$ cat config.mk
export PLATFORM = sky130hd
export DESIGN_NAME = speed_frame_arbiter
export DESIGN_NICKNAME = d
export VERILOG_FILES = /design/src/rtl/speed_frame_arbiter.sv
export SDC_FILE = /design/constraint.sdc
export NUM_CORES = 1
export LEC_CHECK = 0
export CORE_MARGIN = 4
export CORE_UTILIZATION = 45
export CTS_BUF_LIST = sky130_fd_sc_hd__clkbuf_2 sky130_fd_sc_hd__clkbuf_4 sky130_fd_sc_hd__clkbuf_8
export CTS_CLUSTER_DIAMETER = 100
export DETAILED_ROUTE_END_ITERATION = 8
export GPL_TIMING_DRIVEN = 0
export MAX_ROUTING_LAYER = met4
export PLACE_DENSITY = 0.73
export SKIP_LAST_GASP = 1
export SLEW_MARGIN = 10
export SYNTH_ARGS = -nofsm -noshare
export SYNTH_HDL_FRONTEND = slang
export SYNTH_SLANG_ARGS = --single-unit
$ cat constraint.sdc
create_clock -name clk -period 3.85 [get_ports clk]
set_input_delay 0.77 -clock clk [delete_from_list [all_inputs] [get_ports clk]]
set_output_delay 0.77 -clock clk [all_outputs]
set_load 0.01 [all_outputs]
$ cat src/rtl/speed_frame_arbiter.sv
// speed_frame_arbiter: round-robin framer that serialises NUM_CH captured speed samples onto one byte-wide TX write port.
// Define SPEED_FRAME_CHKSUM_EN for 4-byte frames ending in an XOR checksum; otherwise frames are 3 bytes.
module speed_frame_arbiter #(
  parameter int NUM_CH      = 4,
  parameter int WIDTH_SPEED = 14,
  parameter int DATA_SIZE   = 8
) (
  input  logic                          clk,
  input  logic                          reset_n,
  input  logic [NUM_CH-1:0]             req,
  input  logic [NUM_CH*WIDTH_SPEED-1:0] speed_bus,
  input  logic                          tx_ready,
  input  logic                          clr_overrun,
  output logic                          write,
  output logic [DATA_SIZE-1:0]          data,
  output logic                          busy,
  output logic [3:0]                    grant_id,
  output logic [NUM_CH-1:0]             overrun
);
`ifdef SPEED_FRAME_CHKSUM_EN
  localparam logic [1:0] LAST_IDX = 2'd3;
`else
  localparam logic [1:0] LAST_IDX = 2'd2;
`endif
  typedef enum logic [1:0] {IDLE, SEND, GAP} state_t;
  state_t state_q, state_d;
  logic [WIDTH_SPEED-1:0] shadow_q [NUM_CH];
  logic [WIDTH_SPEED-1:0] frame_q, sel_shadow;
  logic [NUM_CH-1:0] pending_q, pending_d, overrun_q, overrun_d, grant_oh;
  logic [3:0] grant_q, last_q, pick, cand;
  logic [1:0] idx_q, idx_d;
  logic found;
  logic [2*DATA_SIZE-1:0] frame_ext;
  logic [DATA_SIZE-1:0] b0, b1, b2, cur;
  // Round-robin search starting just after the last granted channel; nearest pending wins.
  always_comb begin
    pick = last_q;
    cand = '0;
    found = 1'b0;
    for (int k = NUM_CH; k >= 1; k--) begin
      cand = 4'((int'(last_q) + k) % NUM_CH);
      if (|(pending_q & (NUM_CH'(1) << cand))) begin
        pick = cand;
        found = 1'b1;
      end
    end
  end
  always_comb begin
    sel_shadow = '0;
    for (int i = 0; i < NUM_CH; i++) sel_shadow = (pick == 4'(i)) ? shadow_q[i] : sel_shadow;
  end
  // A new request beats the grant-time clear; it is an overrun only if the old sample was not just taken.
  always_comb begin
    grant_oh = (state_q == IDLE && found) ? (NUM_CH'(1) << pick) : '0;
    pending_d = (pending_q & ~grant_oh) | req;
    overrun_d = (clr_overrun ? '0 : overrun_q) | (req & pending_q & ~grant_oh);
  end
  always_ff @(posedge clk or negedge reset_n) begin
    if (!reset_n) begin
      pending_q <= '0;
      overrun_q <= '0;
      frame_q <= '0;
      grant_q <= '0;
      last_q <= 4'(NUM_CH - 1);
      idx_q <= '0;
      for (int i = 0; i < NUM_CH; i++) shadow_q[i] <= '0;
    end else begin
      pending_q <= pending_d;
      overrun_q <= overrun_d;
      idx_q <= idx_d;
      for (int i = 0; i < NUM_CH; i++) if (req[i]) shadow_q[i] <= speed_bus[i*WIDTH_SPEED +: WIDTH_SPEED];
      if (|grant_oh) begin
        frame_q <= sel_shadow;
        grant_q <= pick;
        last_q <= pick;
      end
    end
  end
  always_ff @(posedge clk or negedge reset_n) begin
    if (!reset_n) state_q <= IDLE;
    else state_q <= state_d;
  end
  always_comb begin
    state_d = state_q;
    idx_d = idx_q;
    case (state_q)
      IDLE: begin
        state_d = found ? SEND : IDLE;
        idx_d = found ? 2'd0 : idx_q;
      end
      SEND: state_d = tx_ready ? GAP : SEND;
      GAP: begin
        state_d = (idx_q == LAST_IDX) ? IDLE : SEND;
        idx_d = idx_q + 2'd1;
      end
      default: state_d = IDLE;
    endcase
  end
  always_comb begin
    frame_ext = (2*DATA_SIZE)'(frame_q);
    b0 = {4'hA, grant_q};
    b1 = frame_ext[DATA_SIZE-1:0];
    b2 = frame_ext[2*DATA_SIZE-1:DATA_SIZE];
`ifdef SPEED_FRAME_CHKSUM_EN
    cur = idx_q == 2'd0 ? b0 : idx_q == 2'd1 ? b1 : idx_q == 2'd2 ? b2 : b0 ^ b1 ^ b2;
`else
    cur = idx_q == 2'd0 ? b0 : idx_q == 2'd1 ? b1 : b2;
`endif
  end
  always_comb begin
    write = state_q == SEND && tx_ready;
    data = state_q == SEND ? cur : '0;
    busy = state_q != IDLE;
  end
  assign grant_id = grant_q;
  assign overrun = overrun_q;
endmodule

Word level (Yosys, flattened, before mapping):

Index checks and enable logic that the tools add are counted.

* multiplexer cells: 23
* equal/unequal tests: 8
* bitwise operators: 14
* divide/modulo/power cells: 0
* $add $sub $neg: 5
* reduce and logical (&&, ||, !) cells: 17
* shifts and indexed selects: 5
* multipliers: 0
* order comparisons: 0

Operator list (number)
* two-way mux 14 bit: 4
* bitwise AND 4 bit: 7
* two-way mux 4 bit: 6
* two-way mux 8 bit: 3
* OR reduction 4 bit: 5
* << shifter 1 x 4 -> 4 bit, first input constant: 5
* == test 4 x 2 -> 1 bit, second input constant: 2
* OR 4 bit: 2
* OR reduction 2 bit: 4
* adder 2 x 1 -> 2 bit, second input constant: 3
* two-way mux 1 bit: 6
* one-hot mux 2 bit (3 select lines): 1
* adder 2 bit, second input constant: 2
* bitwise AND 1 bit, first input constant: 4
* == test 2 x 1 -> 1 bit, second input constant: 2
* == test 2 bit, second input constant: 2
* == test 4 x 1 -> 1 bit, second input constant: 1
* zero test 2 bit: 2
* zero test 4 bit: 1
* two-way mux 2 bit: 2
* NOT 4 bit: 1
* one-hot mux 2 bit (2 select lines): 1
* nonzero test 2 bit: 2
* logical AND 1 bit: 2
* other kinds (2): 2

* bits in latches: 0
* register bits: 90
* RAM bits: 0
* input bits: 64
* output and inout bits: 18
* word-level logic and storage cells: 83
* memories: 0
* memory bits (read-only): 0

Depth between registers and ports, before layout:

* depth after elaboration: 15
* gate-level depth with buffers: 10
* mapped depth without buffers: 8

Worst setup path after synthesis:

Ideal clock, no wire load.

* path type: register to register
* start point: register last_q[0]
* end point: register overrun_q[3] (netlist: overrun[3])
* setup time: 122 ps
* required time: 3728 ps
* clock period less this slack: 2725 ps
* setup slack: 1125 ps
* path buffers: 0
* cell stages (with the launch flop): 9
* data arrival time: 2603 ps
* cells stage by stage: dfstp_2 > inv_1 > ha_1 > a22o_1 > a221o_2 > o311ai_4 > nand2_4 > or3_1 > a32o_1

* cells in the longest elaborated chain, start to end: 15
* elaborated cells on any way between the ends: 38
* classes of those cells: add/sub: 4; shift: 5; mux: 9; bitwise: 11; reduce/logical: 9

RTL lines
* from (decl): RTL line 30 `logic [3:0] grant_q, last_q, pick, cand;`
* from (signal assigned): RTL line 64 `last_q <= 4'(NUM_CH - 1);`
* from (signal assigned): RTL line 75 `last_q <= pick;`
* adder 2 x 1 -> 2 bit: RTL line 41 `cand = 4'((int'(last_q) + k) % NUM_CH);`
* OR reduction 2 bit (no line)
* bitwise AND 1 bit (no line)
* << shifter 1 x 4 -> 4 bit: RTL line 42 `if (|(pending_q & (NUM_CH'(1) << cand))) begin`
* bitwise AND 4 bit: RTL line 42
* OR reduction 4 bit: RTL line 42
* two-way mux 4 bit / two-way mux 1 bit (equally long branches) (4 in a row): RTL line 42
* << shifter 1 x 4 -> 4 bit / logical AND 1 bit (equally long branches): RTL line 54 `grant_oh = (state_q == IDLE && found) ? (NUM_CH'(1) << pick) : '0;`
* two-way mux 4 bit (*): RTL line 54
* NOT 4 bit (*): RTL line 56 `overrun_d = (clr_overrun ? '0 : overrun_q) | (req & pending_q & ~grant_oh);`
* bitwise AND 4 bit (*): RTL line 56
* OR 4 bit (*): RTL line 56
* net overrun_d[3]: RTL line 29 `logic [NUM_CH-1:0] pending_q, pending_d, overrun_q, overrun_d, grant_oh;`
* to (signal assigned): RTL line 69 `overrun_q <= overrun_d;`
* to (decl): RTL line 29

Mark *: on every way through the listed nets, which the timed path passes. The rest lies on a longest branch.
A chain may end at the register's enable or synchronous reset.

Worst setup path in the final report:

* start point: register last_q[0]
* end point: register frame_q[12]

* cells in the longest elaborated chain, start to end: 15
* elaborated cells on any way between the ends: 44
* classes of those cells: add/sub: 4; eq/ne: 3; shift: 5; mux: 13; bitwise: 8; reduce/logical: 11

RTL lines
* adder 2 x 1 -> 2 bit: RTL line 41
* OR reduction 2 bit (no line)
* bitwise AND 1 bit (no line)
* << shifter 1 x 4 -> 4 bit: RTL line 42
* bitwise AND 4 bit: RTL line 42
* OR reduction 4 bit: RTL line 42
* two-way mux 4 bit (4 in a row): RTL line 42
* zero test 4 bit: RTL line 50 `for (int i = 0; i < NUM_CH; i++) sel_shadow = (pick == 4'(i)) ? shadow_q[i] : sel_shadow;`
* two-way mux 14 bit (4 in a row): RTL line 50
* to (signal assigned): RTL line 73 `frame_q <= sel_shadow;`
* to (decl): RTL line 28 `logic [WIDTH_SPEED-1:0] frame_q, sel_shadow;`

Several ways; a longest one is shown, not always the timed one.

==> flow_metrics.env <==
export IMPL_top_layer_used="met4"
export IMPL_synth_top_flop_cell="dfrtp_1"
export IMPL_finalCritPeriodShare_pct=86.3
export IMPL_synth_top_family_by_area="compound AO/OA/AOI/OAI gates"
export IMPL_seq_area_frac_synth_pct=52.0
export IMPL_synth_common_cells="dfrtp_1, mux2_2, a31oi_1"
export IMPL_async_flop_share_pct=100
export IMPL_min_path_type="input pin to asynchronous set/reset pin"
export IMPL_slew_viol_final=0
export IMPL_nets=525
export IMPL_die_w_microns=105
export IMPL_synthMostInstantiatedCell="dfrtp_1"
export IMPL_place_hpwl_microns=8040
export IMPL_initial_core_util_pct=46.1
export IMPL_synth_area_per_cell_sq_um=11.6
export IMPL_yosys_top_cells_area="dfrtp_1, mux2_2, a31oi_1"
export IMPL_ios=82
export IMPL_yosysTopAreaCellShare_pct=50.8
export IMPL_crit_arrival_ns=3.60
export IMPL_yosys_area_share_simple_pct=8.21
export IMPL_dp_slack_ns=0.633
export IMPL_clock_latency_ns=0.35
export IMPL_htreeDepth=3
export IMPL_muxShareOfSynthArea_pct=16.1
export IMPL_tightest_slew_ns=0.765
export IMPL_dpl_cell_count=554
export IMPL_drtIter0Drc=115
export IMPL_max_freq_mhz=301
export IMPL_drt_pass1_iterations=4
export IMPL_vdd_ir_drop_max_uv=482
export IMPL_synth_edf_count=0
export IMPL_fill_cells=786
export IMPL_vias=3281
export IMPL_placeableCoreArea_sq_um=9200
export IMPL_avgRoutedWirePerCell_microns=18.4
export IMPL_cts_buffer_depth=2
export IMPL_cts_buffers=9
export IMPL_critical_path_class="register to register"
export IMPL_final_cells=570
export IMPL_synthAdderAreaFrac_pct=2.07
export IMPL_io_buffer_count=77
export IMPL_drive_gt1_share_pct=19.8
export IMPL_path_clk_slew_ns=0.09
export IMPL_synth_cell_types=47
export IMPL_rsz0062_at_grt="false"
export IMPL_root_buffer="clkbuf_8"
export IMPL_area_growth_pct=26.9
export IMPL_cts_resized=0
export IMPL_hold_viol=0
export IMPL_finalCriticalPeriod_ns=3.32
export IMPL_wl_met1_microns=4560
export IMPL_grt_max_degree=58
export IMPL_p_leak_nw=2.17
export IMPL_required_ns=4.13
export IMPL_grt_use_total_pct=20.2
export IMPL_cts_sinks=88
export IMPL_antenna_cells=0
export IMPL_die_area_sq_um=11000
export IMPL_die_h_microns=105
export IMPL_yosysTopAreaCell="dfrtp_1"
export IMPL_post_cts_buffers=0
export IMPL_fin_skew_ns=0.00980
export IMPL_grt_pass1_vias=3362
export IMPL_yosys_warnings=0
export IMPL_run_status="finished clean"
export IMPL_start_kind="register"
export IMPL_timing_max_cap_violations=0
export IMPL_synth_compound_area_share_pct=17.1
export IMPL_synth_xor_area_share_pct=0.413
export IMPL_syn_nets=436
export IMPL_critPathCaptureType="register"
export IMPL_hold_buffers=0
export IMPL_wl_met3_microns=577
export IMPL_syn_cell_area_sq_um=4240
export IMPL_wl_met2_microns=5230
export IMPL_netlist_instances=365
export IMPL_setup_viol=0
export IMPL_grt_pass1_wl_microns=17000
export IMPL_maxSlewHeadroom_pct=48.2
export IMPL_drc_errors=0
export IMPL_cts_tree="yes"
export IMPL_drtAntennaViolNets=0
export IMPL_multiInputGateArea_sq_um=1860
export IMPL_viasPerCell=5.76
export IMPL_regArea_sq_um=2200
export IMPL_grt_remaining_overflow=0
export IMPL_fin_ws_ns=0.527
export IMPL_power_density_nw_per_um2=845
export IMPL_antenna_found_initial=0
export IMPL_gp_congestion=0.871
export IMPL_num_rows=35
export IMPL_synth_seq_cells=88
export IMPL_critPathMaxFanout=10
export IMPL_wirelength_microns=10500
[worst max-delay path, stage by stage, from the launching register on]
cell and delay, ns:
dfstp_2 0.63, inv_1 0.14, ha_1 0.27, a22o_1 0.21, a221oi_1 0.43, nand2_1 0.13, o311ai_1 0.67, clkbuf_1 0.35
o21ai_0 0.21, a31oi_1 0.20
[cell usage in the layout, fill, tap and decap left out, types with 6 or more instances in the layout]
master	count
a21oi_1	9
a31oi_1	28
buf_4	6
clkbuf_1	17
clkbuf_8	10
clkdlybuf4s50_1	76
dfrtp_1	86
ha_1	7
inv_1	11
mux2_2	56
nand2_1	7
nand2b_1	16
nand3_1	18
nor2_1	16
o21ai_0	14
o41ai_1	14
[worst paths after layout]
path                                 start      endpoint  slack (ns)  cells past startpoint
worst max-delay path             last_q[0]   frame_q[12]        0.53                      9
worst min-delay path               reset_n  shadow_q[52]        0.36                      1
worst max register to register   last_q[0]   frame_q[12]        0.53                      9
worst min register to register  overrun[3]    overrun[3]        0.50                      1
max in group asynchronous          reset_n  shadow_q[44]        2.88                      2
min in group clk                overrun[3]    overrun[3]        0.50                      1
[sequential cells by signal, summed over array words and instances (netlist names)]
signal / flops
state_q: 2
frame_q: 14
idx_q: 2
pending_q: 4
overrun: 4
grant_id: 4
shadow_q: 56
last_q: 2
[power breakdown]
part | internal (mW) | leakage (nW) | total, mW | switching (mW)
logic | 0.976 | 1.04 | 2.56 | 1.59
registers | 1.16 | 1.02 | 1.33 | 0.169
clock network | 0.349 | 0.109 | 0.657 | 0.308
total | 2.48 | 2.17 | 4.55 | 2.06
[per-layer routing]
layer | up-vias | global-route usage (%)
met5 | - | -
li1 | 1532 | -
met1 | 1628 | 25.4
met4 | 0 | 6.09
met2 | 108 | 32.6
met3 | 13 | 4.51
[cell families (layout without fill, tap and decap cells)]
| kind of cell | count (synthesis) | after routing |
|---|---|---|
| buffers and inverters | 40 | 134 |
| DFF | 88 | 88 |
| muxes | 61 | 61 |
| and+or+nand+nor | 68 | 68 |
| AOI/OAI and AO/OA | 99 | 99 |
| xor gates and xnor gates | 2 | 2 |
| adders and majority gates | 7 | 7 |
[cell type report]
class,count,share of cell area (%)
flip-flops and latches,88,41.0
multi-input cells,237,34.6
repair buffers,78,14.8
clock buffers,14,3.12
well taps,111,2.58
plain buffers,28,2.37
inverters,12,0.838
clock inverters,2,0.721
[per-stage QoR]
step	cell area [sq um]	setup TNS, ns	total power [mW]	util [%]	hold slack (ns)
final	5380	0	4.55	58.5	0.357
after CTS	5380	0	4.52	58.5	0.352
after global routing	5380	0	4.88	58.5	0.369
after detailed placement	5170	0	3.85	56.2	0.487
after global placement	5150	-93.12	3.76	56.0	0.484
after floorplan	4240	0	3.04	-	0.474
Power figures use the tool's default switching activity.
==> RTL edit 1: new RTL, same settings <==
Encoding of `state_t`: now one-hot (3 bits for 3 states).
--- a/src/rtl/speed_frame_arbiter.sv
+++ b/src/rtl/speed_frame_arbiter.sv
@@ -22,7 +22,7 @@
 `else
   localparam logic [1:0] LAST_IDX = 2'd2;
 `endif
-  typedef enum logic [1:0] {IDLE, SEND, GAP} state_t;
+  typedef enum logic [2:0] {IDLE = 3'b001, SEND = 3'b010, GAP = 3'b100} state_t;
   state_t state_q, state_d;
   logic [WIDTH_SPEED-1:0] shadow_q [NUM_CH];
   logic [WIDTH_SPEED-1:0] frame_q, sel_shadow;
Function: same outputs for any inputs over 10 cycles, from zero or initial values and one cycle with reset_n low; not proved beyond that.
==> RTL edit 1 against the original RTL <==
  * Final area up 3.2%
  * Highest routed layer unchanged
  * Clock skew down 3.8 ps
  * Sequential cell count up 1
  * Synthesized area up 3.0%
  * Sequential share of layout area down 0.78 points
  * Worst setup slack better by 42 ps
  * Wire length up 3.1%
  * Total power down 2.5%
  * Die area up 2.8%
  * Via count up 3.7%
==> RTL edit 1: results (changes against the original RTL) <==
| Metric | Value |
|---|---|
| Status | completed |
| TritonRoute pass-1 iters | 4 (unchanged) |
| Largest registers | shadow_q x56, frame_q x14 |
| Hold Path Class | input port to async pin |
| F_max | 0.305 GHz (+1.3%) |
| CP Max Fanout | 10 (unchanged) |
| Fraction of registers with async set/reset | 100% (unchanged) |
| First-pass GRT wire length | 17200 um (+1.2%) |
| Setup WS pre-CTS | 706 ps (+72.5 ps) |
| Vias in the first global route | 3495 (+4.0%) |
| Port Buffers | 77 (unchanged) |
| Fin cells | 609 (+6.8%) |
| Htree depth | 3 (unchanged) |
| DP HPWL | 8250 um (+2.6%) |
| Crit path largest cell delay | 590 ps (-80 ps) |
| Instance area at placement | 5320 um2 (+2.9%) |
| Top cells by count, synth | dfrtp_1 (86), mux2_2 (52), a21oi_1 (23) |
| Synth Warn # | 0 (unchanged) |
| N_diodes | 0 (unchanged) |
| Placed Cells | 594 (+7.2%) |
| Clk buf depth | 2 (unchanged) |
| Worst setup path start | last_q[0] |
| CP endpoint | frame_q[8] |
| Detailed Route Iter0 Violations | 145 (+26%) |
| Layout cells sized above 1 | 18.3% (-1.5 points) |
| Clock slew at reported path FFs | 90 ps (about the same) |
| Hold slack | 367 ps (+9.82 ps) |
| Syn_area_per_cell | 11.3 um2 (-2.9%) |
| Area contributors post-synth | dfrtp_1 (49%), mux2_2 (13%), o221a_1 (2.8%) |
| DR vias/cell | 5.58 (-3.0%) |
| Maximum vdd drop | 323 uV (-33%) |
| Clock Latency Late Sink | 360 ps |
| Root buf cell | clkbuf_8 |
| Postcts setup bufs | 0 (unchanged) |
| Post-CTS Resized | 0 (unchanged) |
| Seq/Total Area, Yosys | 51.1% (-0.91 points) |
| Crit path arrival time | 3570 ps (-30 ps) |
| Worst-margin pin slew | 614 ps (-151 ps) |
| Largest net degree at the start of global routing | 56 (-3.4%) |
| Num CTS Buffers | 9 (unchanged) |
| Critical-path top delay cell | dfstp_2 |
| Leak Pwr | 2.24 nW (+3.1%) |
| Global Route Usage Sum | 20.0% (-0.17 points) |
| Clk_skew | 6.03 ps (-3.76 ps) |
| DR WL/cell | 17.8 um (-3.5%) |
| Library cells used by synthesis | 50 (+6.4%) |
| Worst R2R Path Depth | 9 (unchanged) |
| Initial antenna violation count | 0 (unchanged) |
| Syn_nets | 458 (+5.0%) |
| Critical path's top delay family | compound AO/OA/AOI/OAI gates |
| Final GP Congestion | 0.926 (+6.3%) |
| Nets | 547 (+4.2%) |
[RTL edit 1: cell type report]
class	instances	area (um2)
Tap cell	129	161
Clock inverter	4	76.3
Fill cell	784	3780
Buffer	28	125
Multi-Input combinational cell	256	1950
Clock buffer	11	151
Sequential cell	89	2230
Timing Repair Buffer	78	796
Inverter	14	52.6
[RTL edit 1: kinds of logic (layout without fill, tap and decap cells)]
family          after synthesis  in the layout  share of synthesized area (%)
mux                          57             57                           14.6
flops                        89             89                           51.1
compound gates               93             93                           16.4
simple gates                 98             98                           11.6
buf+inv                      42            135                           4.07
fa+ha+maj                     7              7                           2.01
xor+xnor                      1              1                          0.201
[RTL edit 1: report_power, final]
part	switching, mW	internal [mW]	total, mW
registers	0.157	1.17	1.33
logic	1.39	0.990	2.38
clock network	0.324	0.399	0.723
[RTL edit 1: layer usage]
layer	wire, um	track usage, %
met1	4720	25.8
met2	5280	31.4
met3	503	3.16
met4	317	8.95
met5	0	-
==> RTL edit 2: new RTL, config.mk and constraints unchanged <==
Without the edit above. Change the parameter `WIDTH_SPEED` from 14 to 28.
--- a/src/rtl/speed_frame_arbiter.sv
+++ b/src/rtl/speed_frame_arbiter.sv
@@ -2,7 +2,7 @@
 // Define SPEED_FRAME_CHKSUM_EN for 4-byte frames ending in an XOR checksum; otherwise frames are 3 bytes.
 module speed_frame_arbiter #(
   parameter int NUM_CH      = 4,
-  parameter int WIDTH_SPEED = 14,
+  parameter int WIDTH_SPEED = 28,
   parameter int DATA_SIZE   = 8
 ) (
   input  logic                          clk,
Interface: changed (resized speed_bus); port bits go from 82 to 138. No check against the original RTL was run, so the function may have changed too.
==> RTL edit 2 against the original RTL <==
  * Final area up 9.7%
  * Sequential cell count increased by 10
  * Clock power rose by 1%
  * Highest routed layer unchanged
  * Wire length rose by 8.9%
  * Worst setup slack got worse by 1.9 ps
  * Largest power group unchanged
  * Synthesized area rose by 10%
  * Total power up 5.0%
  * Cell count is 9.8% higher
==> RTL edit 2: results (changes against the original RTL) <==
| Metric | Value |
|---|---|
| Syn_area_per_cell | 11.9 um2 (+2.4%) |
| Yosys top cell area share | 51.6% (+0.77 points) |
| Global Route Usage Sum | 20.3% (+0.17 points) |
| Placed Cells | 611 (+10%) |
| Met2 routed WL | 5530 um (+5.7%) |
| Post-Synth Adder-Cell Area | 1.88% (-0.19 points) |
| Crit path largest cell delay | between 600 and 700 ps |
| Detailed Route Iter0 Violations | 183 (+59%) |
| Port Buffers | 85 (+10%) |
| Top sig layer | met4 |
| Status | completed |
| Layout cells sized above 1 | 19.5% (-0.35 points) |
| Fin cells | 626 (+9.8%) |
| Post-synthesis compound-gate area fraction | 17.1% (-0.073 points) |
| Setup WS pre-CTS | 651 ps (+18.4 ps) |
| Instance area at placement | 5700 um2 (+10%) |
| Routed Antenna Nets | 0 (unchanged) |
| Clock slew at reported path FFs | 90 ps (about the same) |
| DP HPWL | 8810 um (+9.5%) |
| Rel. slew slack | 45.5% (-2.7 points) |
| Hold Path Class | input port to async pin |
| DR WL met3 | 584 um (+1.2%) |
| DR vias/cell | 5.73 (-0.45%) |
| XOR/XNOR Fraction of Synth Area | 0.376% (-0.037 points) |
| Mux contribution to synthesized area | 16.5% (+0.48 points) |
| First-pass GRT wire length | 18300 um (+7.3%) |
| Clk buf depth | 2 (unchanged) |
| Final GP Congestion | 0.916 (+5.2%) |
| Largest net degree at the start of global routing | 69 (+19%) |
| Critical-path top delay cell | o22ai_1 |
| Seq/Total Area, Yosys | 52.7% (+0.66 points) |
| DR WL/cell | 18.3 um (-0.86%) |
| Vias in the first global route | 3598 (+7.0%) |
| Htree depth | 3 (unchanged) |
| Ys flop type | dfrtp_1 |
| Area contributors post-synth | dfrtp_1 (52%), mux2_2 (15%), a31oi_1 (4.3%) |
| Layout fillers | 843 (+7.3%) |
| Library cells used by synthesis | 45 (-4.3%) |
| Met1 WL | 5050 um (+11%) |
| Crit path arrival time | 3600 ps (about the same) |
| CP Max Fanout | 10 (unchanged) |
| Nets | 616 (+17%) |
| Leak Pwr | 2.33 nW (+7.3%) |
| TritonRoute pass-1 iters | 4 (unchanged) |
| Fraction of registers with async set/reset | 100% (unchanged) |
| Top cells by count, synth | dfrtp_1 (96), mux2_2 (64), a31oi_1 (32) |
| Num CTS Buffers | 9 (unchanged) |
| Clk_skew | 9.88 ps (+0.0892 ps) |
| Largest registers | shadow_q x64, frame_q x16 |
| Syn_nets | 519 (+19%) |
| Maximum vdd drop | 405 uV (-16%) |
[RTL edit 2: cell count changes in the layout (fill, tap and decap cells not counted), sizes merged, moves of 3 or more]
cell           delta
a31oi             +4
clkdlybuf4s50     +8
mux2              +8
inv               -3
clkinvlp          +3
a211oi            +3
dfrtp            +10
[RTL edit 2: critical path, delay by kind of cell, from the launching register on]
family	cells	cell delay, ps
AND/OR/NAND/NOR	1	130
flip-flops	1	630
AO/OA/AOI/OAI	5	1610
adder cells (fa/ha/maj)	1	280
buffers and inverters	2	590
[RTL edit 2: report_power, final]
part | internal, mW | leakage [nW] | switching [mW]
Sequential | 1.28 | 1.13 | 0.173
Combinational | 1.01 | 1.11 | 1.65
Clock | 0.322 | 0.0911 | 0.343
Total | 2.61 | 2.33 | 2.16
[RTL edit 2: area by class of cell]
type                    count  area (um2)  share of cell area [%]
plain buffers              30         126                    2.14
clock buffers              11         145                    2.46
clock inverters             4        52.6                   0.891
inverters                   9        33.8                   0.573
multi-input cells         255        2040                    34.6
flip-flops and latches     98        2450                    41.6
well taps                 133         166                    2.82
repair buffers             86         876                    14.8
[RTL edit 2: worst paths after layout]
kind / from / end / slack [ps] / cells past startpoint
max: last_q[0] / frame_q[10] / 530 / 9
min reg2reg: overrun[0] / overrun[0] / 500 / 1
max in group asynchronous: reset_n / last_q[1] / 2800 / 2
min in group clk: overrun[0] / overrun[0] / 500 / 1
min: reset_n / shadow_q[64] / 350 / 1
max reg2reg: last_q[0] / frame_q[10] / 530 / 9
[RTL edit 2: layer usage]
layer  up-vias  global-route usage [%]
met5         -                       -
met4         0                    7.12
met3        26                    3.35
met2       132                    31.4
met1      1771                    27.3
li1       1658                       -
